<file path="src/rtl/fetch_sequencer.sv">
// fetch_sequencer: single-issue instruction fetch controller.
// Owns the PC, fetches words over req/ready + rvalid, holds Instr until consumed.
module fetch_sequencer #(
  parameter int unsigned     XLEN     = 32,
  parameter logic [XLEN-1:0] RESET_PC = '0,
  parameter int unsigned     MAX_WAIT = 15
) (
  input  logic            clk,
  input  logic            reset,
  output logic            imem_req,
  output logic [XLEN-1:0] imem_addr,
  input  logic            imem_ready,
  input  logic            imem_rvalid,
  input  logic [XLEN-1:0] imem_rdata,
  output logic            instr_valid,
  output logic [XLEN-1:0] PC,
  output logic [XLEN-1:0] Instr,
  input  logic            exec_ready,
  input  logic            redirect,
  input  logic [XLEN-1:0] redirect_pc,
  output logic            fetch_fault,
  output logic            busy
);

  localparam int unsigned CW = $clog2(MAX_WAIT + 1);
  localparam logic [CW-1:0] CNT_MAX = CW'(MAX_WAIT);

  typedef enum logic [2:0] {
    S_IDLE,
    S_REQ,
    S_WAIT,
    S_HOLD,
    S_FAULT
  } state_e;

  state_e          state_q, state_d;
  logic [XLEN-1:0] pc_q, pc_d;
  logic [XLEN-1:0] instr_q, instr_d;
  logic            valid_q, valid_d;
  logic [CW-1:0]   wait_cnt_q, wait_cnt_d;
  logic            redir_pend_q, redir_pend_d;

  logic            redir_ok;
  logic            redir_bad;
  logic [CW-1:0]   wait_cnt_inc;

  // Classify a redirect pulse: word-aligned targets are taken, others fault.
  always_comb begin
    redir_ok     = redirect & (redirect_pc[1:0] == 2'b00);
    redir_bad    = redirect & (redirect_pc[1:0] != 2'b00);
    wait_cnt_inc = wait_cnt_q + CW'(1);
  end

  // Next-state and datapath update for the fetch FSM.
  always_comb begin
    state_d      = state_q;
    pc_d         = pc_q;
    instr_d      = instr_q;
    valid_d      = valid_q;
    wait_cnt_d   = wait_cnt_q;
    redir_pend_d = redir_pend_q;

    unique case (state_q)
      S_IDLE: begin
        state_d = S_REQ;
      end

      S_REQ: begin
        if (redir_bad) begin
          state_d = S_FAULT;
        end else begin
          if (redir_ok) begin
            pc_d = redirect_pc;
          end
          // A redirect coinciding with the handshake leaves a stale
          // response in flight that must be dropped.
          if (imem_ready) begin
            state_d      = S_WAIT;
            wait_cnt_d   = '0;
            redir_pend_d = redir_ok;
          end
        end
      end

      S_WAIT: begin
        wait_cnt_d = wait_cnt_inc;
        if (redir_bad) begin
          state_d = S_FAULT;
        end else if (imem_rvalid) begin
          if (redir_pend_q || redir_ok) begin
            // Response belongs to the old path: drop it and refetch.
            redir_pend_d = 1'b0;
            state_d      = S_REQ;
            if (redir_ok) begin
              pc_d = redirect_pc;
            end
          end else begin
            instr_d = imem_rdata;
            valid_d = 1'b1;
            state_d = S_HOLD;
          end
        end else begin
          if (redir_ok) begin
            pc_d         = redirect_pc;
            redir_pend_d = 1'b1;
          end
          if (wait_cnt_inc == CNT_MAX) begin
            state_d = S_FAULT;
          end
        end
      end

      S_HOLD: begin
        if (redir_bad) begin
          state_d = S_FAULT;
        end else if (redir_ok) begin
          // Redirect beats sequential PC+4 even when consumed this cycle.
          pc_d    = redirect_pc;
          valid_d = 1'b0;
          state_d = S_REQ;
        end else if (exec_ready) begin
          pc_d    = pc_q + XLEN'(4);
          valid_d = 1'b0;
          state_d = S_REQ;
        end
      end

      S_FAULT: begin
        state_d = S_FAULT;
      end

      default: begin
        state_d = S_FAULT;
      end
    endcase

    if (state_d == S_FAULT) begin
      valid_d      = 1'b0;
      redir_pend_d = 1'b0;
    end
  end

  // State registers with synchronous active-high reset.
  always_ff @(posedge clk) begin
    if (reset) begin
      state_q      <= S_IDLE;
      pc_q         <= RESET_PC;
      instr_q      <= '0;
      valid_q      <= 1'b0;
      wait_cnt_q   <= '0;
      redir_pend_q <= 1'b0;
    end else begin
      state_q      <= state_d;
      pc_q         <= pc_d;
      instr_q      <= instr_d;
      valid_q      <= valid_d;
      wait_cnt_q   <= wait_cnt_d;
      redir_pend_q <= redir_pend_d;
    end
  end

  // Outputs come from registers or a pure state decode.
  always_comb begin
    imem_req    = (state_q == S_REQ);
    imem_addr   = pc_q;
    PC          = pc_q;
    Instr       = instr_q;
    instr_valid = valid_q;
    fetch_fault = (state_q == S_FAULT);
    busy        = (state_q != S_IDLE) && (state_q != S_FAULT);
  end

endmodule

</file>
<file path="config.mk">
export PLATFORM = sky130hd
export DESIGN_NAME = fetch_sequencer
export DESIGN_NICKNAME = d
export VERILOG_FILES = /design/src/rtl/fetch_sequencer.sv
export SDC_FILE = /design/constraint.sdc
export NUM_CORES = 1
export LEC_CHECK = 0
export ABC_AREA = 0
export CORE_MARGIN = 2
export CORE_UTILIZATION = 46
export DETAILED_ROUTE_END_ITERATION = 12
export GPL_TIMING_DRIVEN = 0
export PLACE_DENSITY = 0.83
export SLEW_MARGIN = 20
export SYNTH_ARGS = -nofsm -noshare
export SYNTH_HDL_FRONTEND = slang
export SYNTH_SLANG_ARGS = --single-unit
</file>
<file path="constraint.sdc">
create_clock -name clk -period 6.05 [get_ports clk]
set_clock_uncertainty 0.2 [all_clocks]
set_input_delay 1.815 -clock clk [delete_from_list [all_inputs] [get_ports clk]]
set_output_delay 1.815 -clock clk [all_outputs]
set_load 0.02 [all_outputs]
</file>
# Word-level counts from Yosys, hierarchy flattened
# Index checks and enable logic that the tools add are counted.
# classes
reduce_logical	15
n_eq_ne	16
n_bitwise	4
mux	36
add_sub_neg	2
# op_table
op	n
32-bit two-way mux	8
32-bit case mux with 3 select lines	1
32-bit by 3-bit adder with 32-bit output, second input constant	1
3-bit two-way mux	8
6-bit AND reduction	3
1-bit two-way mux	12
3-bit != test, second input constant	4
3-bit case mux with 4 select lines	1
2-bit != test, second input constant	5
4-bit two-way mux	2
4-bit case mux with 2 select lines	1
3-bit by 2-bit == test with 1-bit output, second input constant	2
3-bit == test, second input constant	2
2-bit nonzero test	3
3-bit nonzero test	2
4-bit by 1-bit adder with 4-bit output, second input constant	1
4-bit == test, second input constant	1
1-bit case mux with 2 select lines	2
4-bit AND reduction	1
3-bit by 1-bit == test with 1-bit output, second input constant	1
3-bit logical NOT	1
3-bit AND reduction	1
1-bit bitwise AND	2
2-bit logical NOT	1
6 further kinds	7
# totals
regBits	73
elab_cells	79
in_bits	70

# Depth between registers and ports, before layout
# depth
depth_word	9
ltp_mapped	8

# Least setup slack after synthesis
# Ideal clock, no wire load.
# synth_path
kind	input-to-reg
startpoint	in redirect_pc[0]
endpoint	reg pc_q[22] (netlist: PC[22])
stages	7
t_arrival_ns	3.318
t_required_ns	5.776
slack_ns	2.458
path_cell_list	or3b_1 > clkbuf_1 > o22a_1 > buf_2 > or3_1 > mux2_2 > a31oi_1
# synth_via
elab_chain_len	7
elab_cells_between_ends	19
# synth_rtl
element	line_no	rtl
from (decl)	20	input logic [XLEN-1:0] redirect_pc,
2-bit logical NOT	49	redir_ok = redirect & (redirect_pc[1:0] == 2'b00);
1-bit bitwise AND	49	
32-bit two-way mux (4 in series)	n/a	
32-bit case mux with 3 select lines	63	unique case (state_q)
to (signal assigned)	154	pc_q <= pc_d;
to (decl)	37	logic [XLEN-1:0] pc_q, pc_d;
# Parallel ways exist; a longest one is shown, timed or not. The select of a mux whose other input is x is not followed.
# A chain may end at the register's enable or synchronous reset.

# Worst setup path in the final report
# layout_path
startpoint	in redirect
endpoint	reg pc_q[2] (netlist: PC[2])
# layout_via
elab_chain_len	6
elab_cells_between_ends	17
# layout_rtl
element	line_no	rtl
from (decl)	19	input logic redirect,
1-bit bitwise AND	49	
32-bit two-way mux (4 in series)	n/a	
32-bit case mux with 3 select lines	63	
# Parallel ways exist; a longest one is shown, timed or not. The select of a mux whose other input is x is not followed.

==> summary.md <==
| Metric | Value |
|---|---|
| Initial DRC count | 403 |
| Slowest-stage cell, CP | clkdlybuf4s50_1 |
| Routability cong. | 0.940 |
| N_diodes | 0 |
| Syn_nets | 602 |
| H-tree depth | 3 |
| Vias | 4,828 |
| Max Slew Vio Count | 0 |
| First-pass GRT wire length | 22,800 um |
| Post-Synthesis Cells | 529 |
| Routed vias/inst | 5.89 |
| GRT overflow | 0 |
| Synth top area share | 36.9% |
| Final min period | 4.49 ns |
| CTS Hold Bufs | 0 |
| Leak | 2.05 nW |
| Final instance area | 0.00597 mm^2 |
| Max cap viols | 0 |
| Maximum clock rate | 223 MHz |
| Root buffer cell | clkbuf_8 |
| CTS resizes | 0 |
| Max Fanout on Critical Path | 10 |
| Worst setup SP type | input pin |
| Internal power | 743 uW |
| Fill cells | 681 |
| Hold crit path type | flop to flop |
| CTS tree | yes |
| Kind of critical path | input pin to flop |
| Post-Syn Area per Cell | 7.49 um^2 |
| Die ar. | 0.00937 mm^2 |
| Starting Density | 47.7% |
| Post-Place Cell Area | 0.00579 mm^2 |
| Fin. Hold Viols | 0 |
| Fraction of layout cells with a size suffix above 1 | 8.26% |
| Sw frac | 30.0% |
| Most frequently used flop master after synthesis | dfxtp_1 |
| CP Cell Sequence | clkdlybuf4s50_1, or3b_1, clkbuf_1, o22ai_1, clkbuf_1, buf_2, nand3_1, a21oi_1 |
| CTS Buf Count | 9 |
| DRC Markers | 0 |
| Logic gate share of total power | 17.5% |
| Async S/R FF share, synth | 0% |
| Outcome | finished clean |
| Seq/Total Area, Yosys | 36.9% |
| Final Setup Violations | 0 |
| Switching power | 319 uW |
| Largest cells by area after synthesis | dfxtp_1 37%, nand2_1 8.5%, a21oi_1 8.1%, buf_4 6.1%, o21ai_0 3.8% |
| Initial antenna violation count | 0 |
| Top Ports | 170 |
| Largest net degree at the start of global routing | 16 |
| EDFF count, synth | 0 |
| Worst-margin pin slew | 0.938 ns |
| Sequential Area | 0.00146 mm^2 |
| Register share of total power | 47.4% |
| Setup crit end kind | flop |
| Max clock buf depth | 2 |
| Core region area | 0.00830 mm^2 |
| # rows | 33 |
| Post-synth design cell area | 0.00396 mm^2 |
| Die W | 96.8 um |
| Buffers on Ports | 169 |
| CP dominant cell by count | clkbuf_1 |
| Slowest cell delay on critical path | 0.63 ns |
| ANT nets after route | 0 |
| Detailed-router iteration count before antenna repair | 7 |
| Req. time, crit path | 6.14 ns |
| Flops & latches, synth | 73 |
| Clk_lat worst skew | 0.36 ns |
| Post-synth cell types | 56 |
| Worst EP arrival | 4.58 ns |
| Clock group share of total power | 35.1% |
| Clock Sinks | 73 |
| Synth-to-Final Area Change | 50.6% |
| Clk slew on worst S/H paths | 0.09 ns |
| Vias in the first global route | 4,467 |
| Final net count | 782 |
| Postcts setup bufs | 0 |
| Final period util | 74.2% |
| Max transition margin | 36.9% |
| Area of the multi-input gates | 0.00209 mm^2 |
| Overall Global Routing Usage | 29.5% |
| Synth area leader | dfxtp_1 |
| Dpl hpwl | 10,500 um |
| Worst IR drop on VDD | 184 uV |
| Setup TNS | 0 ns |
| Die span in y | 96.8 um |
| Total Routed Length | 14,300 um |
| Power per cell area | 178 mW/mm^2 |
| RSZ-0062 raised after global routing | no |
| DR WL/cell | 17.5 um |
| Synth warn | 0 |
[power by group through the flow]
stage / clock network (mW) / registers (mW) / logic, mW
2_1_floorplan: 0 / 0.520 / 0.0763
3_3_place_gp: 0 / 0.514 / 0.181
3_5_place_dp: 0 / 0.514 / 0.183
4_1_cts: 0.375 / 0.503 / 0.185
5_1_grt: 0.396 / 0.505 / 0.198
6_report: 0.373 / 0.504 / 0.186
[final timing paths]
check	startpoint	to	slack [ns]	cells after the start
min reg2reg	Instr[5]	Instr[5]	0.25	2
max	redirect	PC[2]	1.56	8
max reg2reg	state_q[0]	PC[2]	3.33	7
min	Instr[5]	Instr[5]	0.25	2
[per-layer routing]
| layer | up-vias | global-route usage, % | wire length [um] |
|---|---|---|---|
| li1 | 2228 | - | - |
| met1 | 2243 | 36.1 | 5470 |
| met2 | 325 | 50.4 | 6880 |
| met3 | 32 | 9.39 | 1710 |
| met4 | 0 | 6.93 | 246 |
| met5 | - | 0 | 0 |
[placed cells by master (no fill, tap or decap), types with 10 or more instances in the layout]
master / n
nand2_1: 90
clkbuf_1: 33
buf_4: 32
nand3_1: 23
and3_1: 13
dfxtp_1: 73
o21ai_0: 30
clkdlybuf4s50_1: 169
nor2_1: 28
nor3_1: 16
a21oi_1: 64
nor3b_1: 10
[kinds of logic after synthesis]
| group | share of synthesized area [%] |
|---|---|
| AND/OR/NAND/NOR | 28.5 |
| AO/OA/AOI/OAI | 22.6 |
| buffers and inverters | 10.3 |
| flip-flops | 36.9 |
| multiplexers | 0.789 |
| adder cells (fa/ha/maj) | 0.947 |
[state kept, by name, summed over array words and instances (netlist names)]
register	flops
redir_pend_q	1
wait_cnt_q	4
PC	32
instr_valid	1
Instr	32
state_q	3
[cell usage after synthesis, types with 3 or more instances]
cell type	n
nand2_1	90
dfxtp_1	73
a21oi_1	64
clkbuf_1	33
buf_4	32
o21ai_0	30
nor2_1	28
nand3_1	23
nor3_1	16
and3_1	13
nor3b_1	10
nand4_1	9
a211oi_1	8
a22oi_1	7
a31oi_1	7
inv_1	6
nor4_1	6
or3_1	5
and4_1	4
buf_2	4
nor2b_1	4
a22o_1	3
a311oi_1	3
ha_1	3
nand2b_1	3
o31ai_1	3
or4_1	3
[metrics by stage]
step | util, % | power [mW] | setup WS (ns) | std cells | hold WS [ns]
after floorplan | - | 0.597 | 2.46 | 529 | 0.271
after CTS | 71.9 | 1.06 | 1.64 | 819 | 0.258
after global routing | 71.9 | 1.10 | 1.41 | 819 | 0.281
after global placement | 69.7 | 0.695 | 1.27 | 803 | 0.241
after detailed placement | 69.7 | 0.698 | 1.26 | 803 | 0.247
final | 71.9 | 1.06 | 1.56 | 819 | 0.255
[area by class of cell]
type,count,share of cell area (%)
clock inverters,7,0.985
repair buffers,169,28.3
inverters,6,0.377
clock buffers,9,2.08
multi-input cells,381,35.1
well taps,105,2.20
plain buffers,69,6.44
flip-flops and latches,73,24.5
[critical path: cells and delay by family]
family	cells	cell delay, ns
buffers and inverters	4	1.60
AOI/OAI and AO/OA	2	0.67
and+or+nand+nor	2	0.48
(Power assumes the default switching activity.)
